==> config.mk <==
export PLATFORM = sky130hd
export DESIGN_NAME = pipe_fetch_ctrl_flat
export DESIGN_NICKNAME = d
export VERILOG_FILES = /design/src/rtl/pipe_fetch_ctrl_if.sv /design/src/rtl/pipe_fetch_ctrl.sv /design/src/flat_wrapper.sv
export SDC_FILE = /design/constraint.sdc
export NUM_CORES = 1
export LEC_CHECK = 0
export BUFFER_PORTS_ARGS = -buffer_cell sky130_fd_sc_hd__buf_2
export CAP_MARGIN = 30
export CORE_MARGIN = 2
export CORE_UTILIZATION = 40
export CTS_BUF_LIST = sky130_fd_sc_hd__clkbuf_2 sky130_fd_sc_hd__clkbuf_4 sky130_fd_sc_hd__clkbuf_8
export CTS_CLUSTER_DIAMETER = 200
export DETAILED_ROUTE_END_ITERATION = 8
export PLACE_DENSITY = 0.62
export SLEW_MARGIN = 10
export SYNTH_ARGS = -nofsm -noshare
export SYNTH_HDL_FRONTEND = slang
export SYNTH_SLANG_ARGS = --single-unit
export TNS_END_PERCENT = 10
==> constraint.sdc <==
create_clock -name clk -period 2.05 [get_ports clk]
set_input_delay 0.1025 -clock clk [delete_from_list [all_inputs] [get_ports clk]]
set_output_delay 0.1025 -clock clk [all_outputs]
set_load 0.1 [all_outputs]
==> src/rtl/pipe_fetch_ctrl_if.sv <==
// Fetch-control bus between the fetch sequencer and the IF/PC datapath.
// Carries IF decode flags and the EX branch result in, and the PC and issue controls out.
interface pipe_fetch_ctrl_if #(
  parameter int unsigned CNT_W = 16
);
  logic             hold;
  logic             beq_if;
  logic             bne_if;
  logic             j_if;
  logic             jal_if;
  logic             jr_if;
  logic             lw_if;
  logic             branch_taken_ex;
  logic             pc_en;
  logic [1:0]       pc_sel;
  logic             issue_valid;
  logic             busy;
  logic [CNT_W-1:0] stall_count;

  modport master (
    output hold, beq_if, bne_if, j_if, jal_if, jr_if, lw_if, branch_taken_ex,
    input  pc_en, pc_sel, issue_valid, busy, stall_count
  );

  modport slave (
    input  hold, beq_if, bne_if, j_if, jal_if, jr_if, lw_if, branch_taken_ex,
    output pc_en, pc_sel, issue_valid, busy, stall_count
  );
endinterface

==> src/rtl/pipe_fetch_ctrl.sv <==
// Fetch-stage sequencer: decides PC load, next-PC source and IF issue/bubble each cycle,
// covering branch, JR and load-use penalties plus an external hold; counts stall cycles.
module pipe_fetch_ctrl #(
  parameter int unsigned LW_STALL = 1,
  parameter int unsigned CNT_W    = 16
) (
  input  logic             clk,
  input  logic             reset_n,
  pipe_fetch_ctrl_if.slave bus
);

  typedef enum logic [2:0] {
    S_RUN,
    S_BR1,
    S_BR2,
    S_JR1,
    S_LD
  } state_e;

  typedef enum logic [1:0] {
    SEL_SEQ = 2'b00,
    SEL_BR  = 2'b01,
    SEL_JMP = 2'b10,
    SEL_JR  = 2'b11
  } pc_sel_e;

  // LW_STALL is at most 15, so the remaining-bubble counter fits in 4 bits.
  localparam int unsigned     LD_W    = 4;
  localparam logic [LD_W-1:0] LD_INIT = LD_W'(LW_STALL - 1);

  state_e           state_q, state_d;
  logic [LD_W-1:0]  ld_cnt_q, ld_cnt_d;
  logic [CNT_W-1:0] stall_count_q, stall_count_d;
  logic             pc_en;
  pc_sel_e          pc_sel;
  logic             issue_valid;

  always_comb begin
    // NOTE: every signal gets a default first so no path leaves it unassigned (no latch).
    state_d     = state_q;
    ld_cnt_d    = ld_cnt_q;
    pc_en       = 1'b0;
    pc_sel      = SEL_SEQ;
    issue_valid = 1'b0;

    // Reset and hold both leave the defaults: PC frozen, bubble issued, state kept.
    if (reset_n && !bus.hold) begin
      case (state_q)
        S_RUN: begin
          issue_valid = 1'b1;
          if (bus.jr_if) begin
            state_d = S_JR1;
          end else if (bus.beq_if || bus.bne_if) begin
            state_d = S_BR1;
          end else if (bus.lw_if) begin
            state_d  = S_LD;
            ld_cnt_d = LD_INIT;
          end else begin
            pc_en = 1'b1;
            if (bus.j_if || bus.jal_if) pc_sel = SEL_JMP;
          end
        end
        S_BR1: state_d = S_BR2;
        S_BR2: begin
          pc_en   = 1'b1;
          pc_sel  = bus.branch_taken_ex ? SEL_BR : SEL_SEQ;
          state_d = S_RUN;
        end
        S_JR1: begin
          pc_en   = 1'b1;
          pc_sel  = SEL_JR;
          state_d = S_RUN;
        end
        S_LD: begin
          if (ld_cnt_q == '0) begin
            pc_en   = 1'b1;
            state_d = S_RUN;
          end else begin
            ld_cnt_d = ld_cnt_q - 1'b1;
          end
        end
        default: state_d = S_RUN;
      endcase
    end
  end

  always_comb begin
    stall_count_d = stall_count_q;
    if (!pc_en && (stall_count_q != '1)) stall_count_d = stall_count_q + 1'b1;
  end

  always_ff @(posedge clk) begin
    // NOTE: registers use non-blocking assignments so all flops update from pre-edge values.
    if (!reset_n) begin
      state_q       <= S_RUN;
      ld_cnt_q      <= '0;
      stall_count_q <= '0;
    end else begin
      state_q       <= state_d;
      ld_cnt_q      <= ld_cnt_d;
      stall_count_q <= stall_count_d;
    end
  end

  assign bus.pc_en       = pc_en;
  assign bus.pc_sel      = pc_sel;
  assign bus.issue_valid = issue_valid;
  assign bus.busy        = reset_n && (state_q != S_RUN);
  assign bus.stall_count = stall_count_q;

endmodule

==> src/flat_wrapper.sv <==
// flat-port wrapper written by rule: the top's interface ports become plain ports
module pipe_fetch_ctrl_flat 
#(
  parameter int unsigned LW_STALL = 1,
  parameter int unsigned CNT_W    = 16
)
  (clk, reset_n, bus_hold, bus_beq_if, bus_bne_if, bus_j_if, bus_jal_if, bus_jr_if, bus_lw_if, bus_branch_taken_ex, bus_pc_en, bus_pc_sel, bus_issue_valid, bus_busy, bus_stall_count);
  pipe_fetch_ctrl_if #(.CNT_W(CNT_W)) bus_i ();
  input  logic clk;
  input  logic reset_n;
  input wire logic [$bits(bus_i.hold)-1:0] bus_hold;
  input wire logic [$bits(bus_i.beq_if)-1:0] bus_beq_if;
  input wire logic [$bits(bus_i.bne_if)-1:0] bus_bne_if;
  input wire logic [$bits(bus_i.j_if)-1:0] bus_j_if;
  input wire logic [$bits(bus_i.jal_if)-1:0] bus_jal_if;
  input wire logic [$bits(bus_i.jr_if)-1:0] bus_jr_if;
  input wire logic [$bits(bus_i.lw_if)-1:0] bus_lw_if;
  input wire logic [$bits(bus_i.branch_taken_ex)-1:0] bus_branch_taken_ex;
  output wire logic [$bits(bus_i.pc_en)-1:0] bus_pc_en;
  output wire logic [$bits(bus_i.pc_sel)-1:0] bus_pc_sel;
  output wire logic [$bits(bus_i.issue_valid)-1:0] bus_issue_valid;
  output wire logic [$bits(bus_i.busy)-1:0] bus_busy;
  output wire logic [$bits(bus_i.stall_count)-1:0] bus_stall_count;
  assign bus_i.hold = bus_hold;
  assign bus_i.beq_if = bus_beq_if;
  assign bus_i.bne_if = bus_bne_if;
  assign bus_i.j_if = bus_j_if;
  assign bus_i.jal_if = bus_jal_if;
  assign bus_i.jr_if = bus_jr_if;
  assign bus_i.lw_if = bus_lw_if;
  assign bus_i.branch_taken_ex = bus_branch_taken_ex;
  assign bus_pc_en = bus_i.pc_en;
  assign bus_pc_sel = bus_i.pc_sel;
  assign bus_issue_valid = bus_i.issue_valid;
  assign bus_busy = bus_i.busy;
  assign bus_stall_count = bus_i.stall_count;
  pipe_fetch_ctrl #(.LW_STALL(LW_STALL), .CNT_W(CNT_W)) u_core (.clk(clk), .reset_n(reset_n), .bus(bus_i));
endmodule
[Word-level counts from Yosys, hierarchy flattened]
Index checks and enable logic that the tools add are counted.
Word-level totals
  register bits after elaboration: 23
  logic and storage cells: 55
Cells by class
  $add $sub $neg: 2
  eq/ne operators: 11
  muxes and demuxes: 25
  reductions and logical operators: 14
Operators by type and width (count)
  16-bit by 1-bit adder with 16-bit output, second input constant: 1
  4-bit two-way mux: 4
  16-bit != test, second input constant: 1
  3-bit two-way mux: 4
  2-bit two-way mux: 5
  3-bit case mux with 3 select lines: 1
  1-bit two-way mux: 8
  2-bit != test, second input constant: 4
  4-bit case mux with 2 select lines: 1
  3-bit by 2-bit equality test with 1-bit output, second input constant: 2
  2-bit case mux with 3 select lines: 1
  6-bit AND reduction: 1
  4-bit logical NOT: 1
  4-bit by 3-bit != test with 1-bit output, second input constant: 1
  4-bit by 1-bit subtractor with 4-bit output, second input constant: 1
  3-bit by 1-bit equality test with 1-bit output, second input constant: 1
  3-bit equality test, second input constant: 1
  1-bit logical AND: 3
  3-bit logical NOT: 1
  1-bit case mux with 3 select lines: 1
  3-bit AND reduction: 1
  3-bit nonzero test: 1
  1-bit logical NOT: 2
  1-bit logical OR: 2
  other kinds (3): 3

[Depth between registers and ports, before layout]
  word-level depth: 7
  mapped depth: 8
  gate-level depth less buffers: 7

[Least setup slack after synthesis]
No wires, ideal clock.
  path kind: input -> output
  from: input port bus_jr_if
  to: output port bus_pc_sel[1]
  data arrival time: 2.913 ns
  path slack: -0.966 ns
  stages on the path: 3
  cells stage by stage: nor4_1 > o211ai_1 > a211oi_1
Between the ends
  longest elaborated chain between the ends: 3
RTL lines
  start, declared: RTL line flat_wrapper.sv:16  | input wire logic [$bits(bus_i.jr_if)-1:0] bus_jr_if;
  2-bit two-way mux: RTL line pipe_fetch_ctrl.sv:51  | if (bus.jr_if) begin
  2-bit case mux with 3 select lines: RTL line pipe_fetch_ctrl.sv:48  | case (state_q)
  2-bit two-way mux: RTL line pipe_fetch_ctrl.sv:47  | if (reset_n && !bus.hold) begin
  end, declared: RTL line flat_wrapper.sv:20  | output wire logic [$bits(bus_i.pc_sel)-1:0] bus_pc_sel;
Every way passes these cells.

[Final worst setup path]
  from: register u_core.ld_cnt_q[1]
  to: register u_core.stall_count_q[3], in the netlist u_core.bus.stall_count[3]
Between the ends
  longest elaborated chain between the ends: 6
RTL lines
  start, declared: RTL line pipe_fetch_ctrl.sv:32  | logic [LD_W-1:0] ld_cnt_q, ld_cnt_d;
  start signal, assigned: RTL line pipe_fetch_ctrl.sv:100  | ld_cnt_q <= ld_cnt_d;
  4-bit logical NOT: RTL line pipe_fetch_ctrl.sv:75  | if (ld_cnt_q == '0) begin
  1-bit two-way mux: RTL line pipe_fetch_ctrl.sv:75
  1-bit case mux with 3 select lines: RTL line pipe_fetch_ctrl.sv:48
  1-bit two-way mux: RTL line pipe_fetch_ctrl.sv:47
  1-bit logical NOT: RTL line pipe_fetch_ctrl.sv:89  | if (!pc_en && (stall_count_q != '1)) stall_count_d = stall_count_q + 1'b1;
  1-bit logical AND: RTL line pipe_fetch_ctrl.sv:89
  end signal, assigned: RTL line pipe_fetch_ctrl.sv:101  | stall_count_q <= stall_count_d;
  end, declared: RTL line pipe_fetch_ctrl.sv:33  | logic [CNT_W-1:0] stall_count_q, stall_count_d;
Every way passes these cells.
A chain may end at the register's enable or synchronous reset.

==> flow_summary.toml <==
[run_status]
status = "finished clean"

[job]
cap_violations = 0

[route]
first_pass_iters = 4
wl_um = 3030
route.met2.wl_um = 1460
via_count = 1288
wl_per_cell_um = 12.8
routed.top_layer = "met4"
dr.first_iter.drc_count = 55
vias_per_cell = 5.43
drc_errors = 0
wl_met1_um = 1410
ant_nets = 0
dr_wl_met3_um = 143

[synth]
synth-seq-area-share_pct = 35.8
netlist_instances = 157
synth_nets = 170
synth_common_cells = "23 x dfxtp_1, 14 x nor2_1, 11 x nand2_1"
ys_types = 40
synth_edf_count = 0
synth_area_per_cell_um2 = 8.20
synth_top_area_share_pct = 35.8
ys_warn_count = 0
yosys_register_bits = 23
ys.flop_type = "dfxtp_1"
async_reset_ff_share_pct = 0
yosysMostFrequentCell = "dfxtp_1"
synth_area_leaders = "dfxtp_1 36%, a21boi_0 4.7%, nor2_1 4.1%, o21ai_0 3.5%, o31ai_1 3.5%"
netlist_area_um2 = 1290
synth_area_leader_cell = "dfxtp_1"

[critical_path]
worstPathMaxFanout = 6
arrival_ns = 2.23
crit_path_start_kind = "flip-flop"
rrSetupSlack_ns = 0.06
cp_top_family = "compound AO/OA/AOI/OAI gates"
reg2regPathDepth = 9
crit_type = "reg -> reg"
path_cells = "inv_1 > ha_2 > nor4bb_4 > a222oi_1 > buf_4 > o21ai_2 > buf_4 > or3_1 > a21boi_0"
r2r_start = "u_core.ld_cnt_q[1]$_SDFFE_PN0P_"
crit_required_ns = 2.29
timing.critical_path.from = "u_core.ld_cnt_q[1]$_SDFFE_PN0P_"
crit_buf_inv = 3
end_kind = "flip-flop"
slowest_stage = "dfxtp_2"
timing.rr.end = "u_core.bus.stall_count[3]$_SDFFE_PN0P_"
critPathMaxStageDelay_ns = 0.36
cp_common_cell = "buf_4"

[pwr]
p_per_area_nw_per_um2 = 572
ir_drop_uv = 309
power_uw = 923
leakage_nw = 0.593

[global_route]
antenna_found_initial = 0
grt_max_degree = 20
grt-ovfl-total = 0
grt_pass1_wl_um = 4840
grt_pass1_vias = 1157
globalRouteTotalUtil_pct = 17.3

[cts]
cts-root-buf = "clkbuf_4"
cts.sinks = 23
clkLatencyLatePin_ns = 0.30
cts_buffers = 3
post_cts_buffers = 0
cts_tree = "built"
cts.path.max_buffers = 2
h-tree-depth = 1
hold_buffers = 0
path_clk_slew_ns = 0.12

[timing]
skew_ns = 0.00105
tightest_slew_ns = 0.495
fin_crit_sh_pct = 97.2
rsz0062_at_grt = "true"
hold_violations = 0
finalMaxSlewViolations = 0
setup_ws_ns = 0.0564
slew_headroom_pct = 66.6
setup_violations = 0
fin_crit_ns = 1.99
holdWs_ns = 0.125
fmaxAchievable_mhz = 502

[placement]
pre_cts_slack_ns = 0.0227
gp_congestion = 0.869
dp_cells = 233
portBuffers = 30
dpl.hpwl_um = 2340

[die]
coreArea_um2 = 3050
die-area_um2 = 3690
die_w_um = 60.7
die_height_um = 60.7
floorplan.io_pins = 31
num_rows = 20
start_util_pct = 42.2

[layout]
diodes = 0
syn_to_final_growth_pct = 25.4
stdcell_count = 237
layout-drive-gt1-share_pct = 29.5
finalNetCount = 207
fin_util_pct = 52.9
n_fill_cell = 319

[min_path]
hold_path_end = "u_core.bus.stall_count[11]$_SDFFE_PN0P_"
holdPathStages = 2
hold_class = "in -> reg"
hp-start = "reset_n"
cells by family (layout without fill, tap and decap cells):
family | Yosys count | count (layout) | synth area share [%]
compound gates | 42 | 42 | 23.5
flops | 23 | 23 | 35.8
simple gates | 71 | 71 | 29.5
xor+xnor | 5 | 5 | 3.40
fa+ha+maj | 3 | 3 | 2.92
buf+inv | 13 | 49 | 4.86
report_power, final:
group	switching [mW]	leakage (nW)	internal [mW]	total, mW
Sequential	0.0170	0.187	0.460	0.477
Combinational	0.157	0.388	0.0673	0.225
Clock	0.132	0.0184	0.0891	0.221
Total	0.307	0.593	0.616	0.923
how the worst max path moves through the flow:
stage	end	slack, ns	depth (start not counted)
2_1_floorplan	u_core.bus.stall_count[2]$_SDFFE_PN0P_	-0.48	6
3_3_place_gp	u_core.bus.stall_count[15]$_SDFFE_PN0P_	0.09	8
3_5_place_dp	u_core.bus.stall_count[15]$_SDFFE_PN0P_	0.02	8
4_1_cts	bus_pc_en	-0.03	7
5_1_grt	u_core.bus.stall_count[3]$_SDFFE_PN0P_	-0.07	9
6_report	u_core.bus.stall_count[3]$_SDFFE_PN0P_	0.06	9
routing by layer:
layer / global-route usage [%] / up-vias
li1: - / 651
met1: 20.7 / 609
met2: 31.0 / 26
met3: 2.99 / 2
met4: 6.52 / 0
met5: 0 / -
sequential cells by signal, indices dropped and copies added, names as in the netlist:
signal / count
u_core.bus.stall_count: 16
u_core.ld_cnt_q: 4
u_core.state_q: 3
placed cells by master, fill, tap and decap left out, types with 3 or more instances in the layout:
cell type and instances:
a21boi_0 5, a21boi_1 6, and2_1 4, buf_2 29, buf_4 8, clkbuf_4 4
dfxtp_1 21, inv_1 5, nand2_1 11, nand2b_1 5, nand3_1 8, nand4_1 4
nor2_1 13, nor3_1 4, o211ai_1 3, o21ai_0 9, o31ai_1 6, or3_1 5
or4_1 6, xnor2_1 3
what timing repair did:
action,CTS,global route
gates resized for setup,1,11
endpoints found under the setup margin,2,18
pin swaps,0,6
through the flow:
| step | cell area [um^2] | TNS (ns) |
|---|---|---|
| final | 1610 | 0 |
| after global routing | 1610 | -0.353 |
| after CTS | 1580 | -0.0265 |
| after detailed placement | 1550 | 0 |
| after global placement | 1550 | 0 |
| after floorplan | 1300 | -5.70 |
layout make-up:
cell class | count | area [um^2] | share of cell area (%)
multi-input cells | 121 | 807 | 50.0
flip-flops and latches | 23 | 463 | 28.7
repair buffers | 39 | 236 | 14.7
well taps | 44 | 55.1 | 3.41
clock buffers | 4 | 30.0 | 1.86
inverters | 6 | 22.5 | 1.40
No activity file was read; power rests on OpenSTA's default activity.
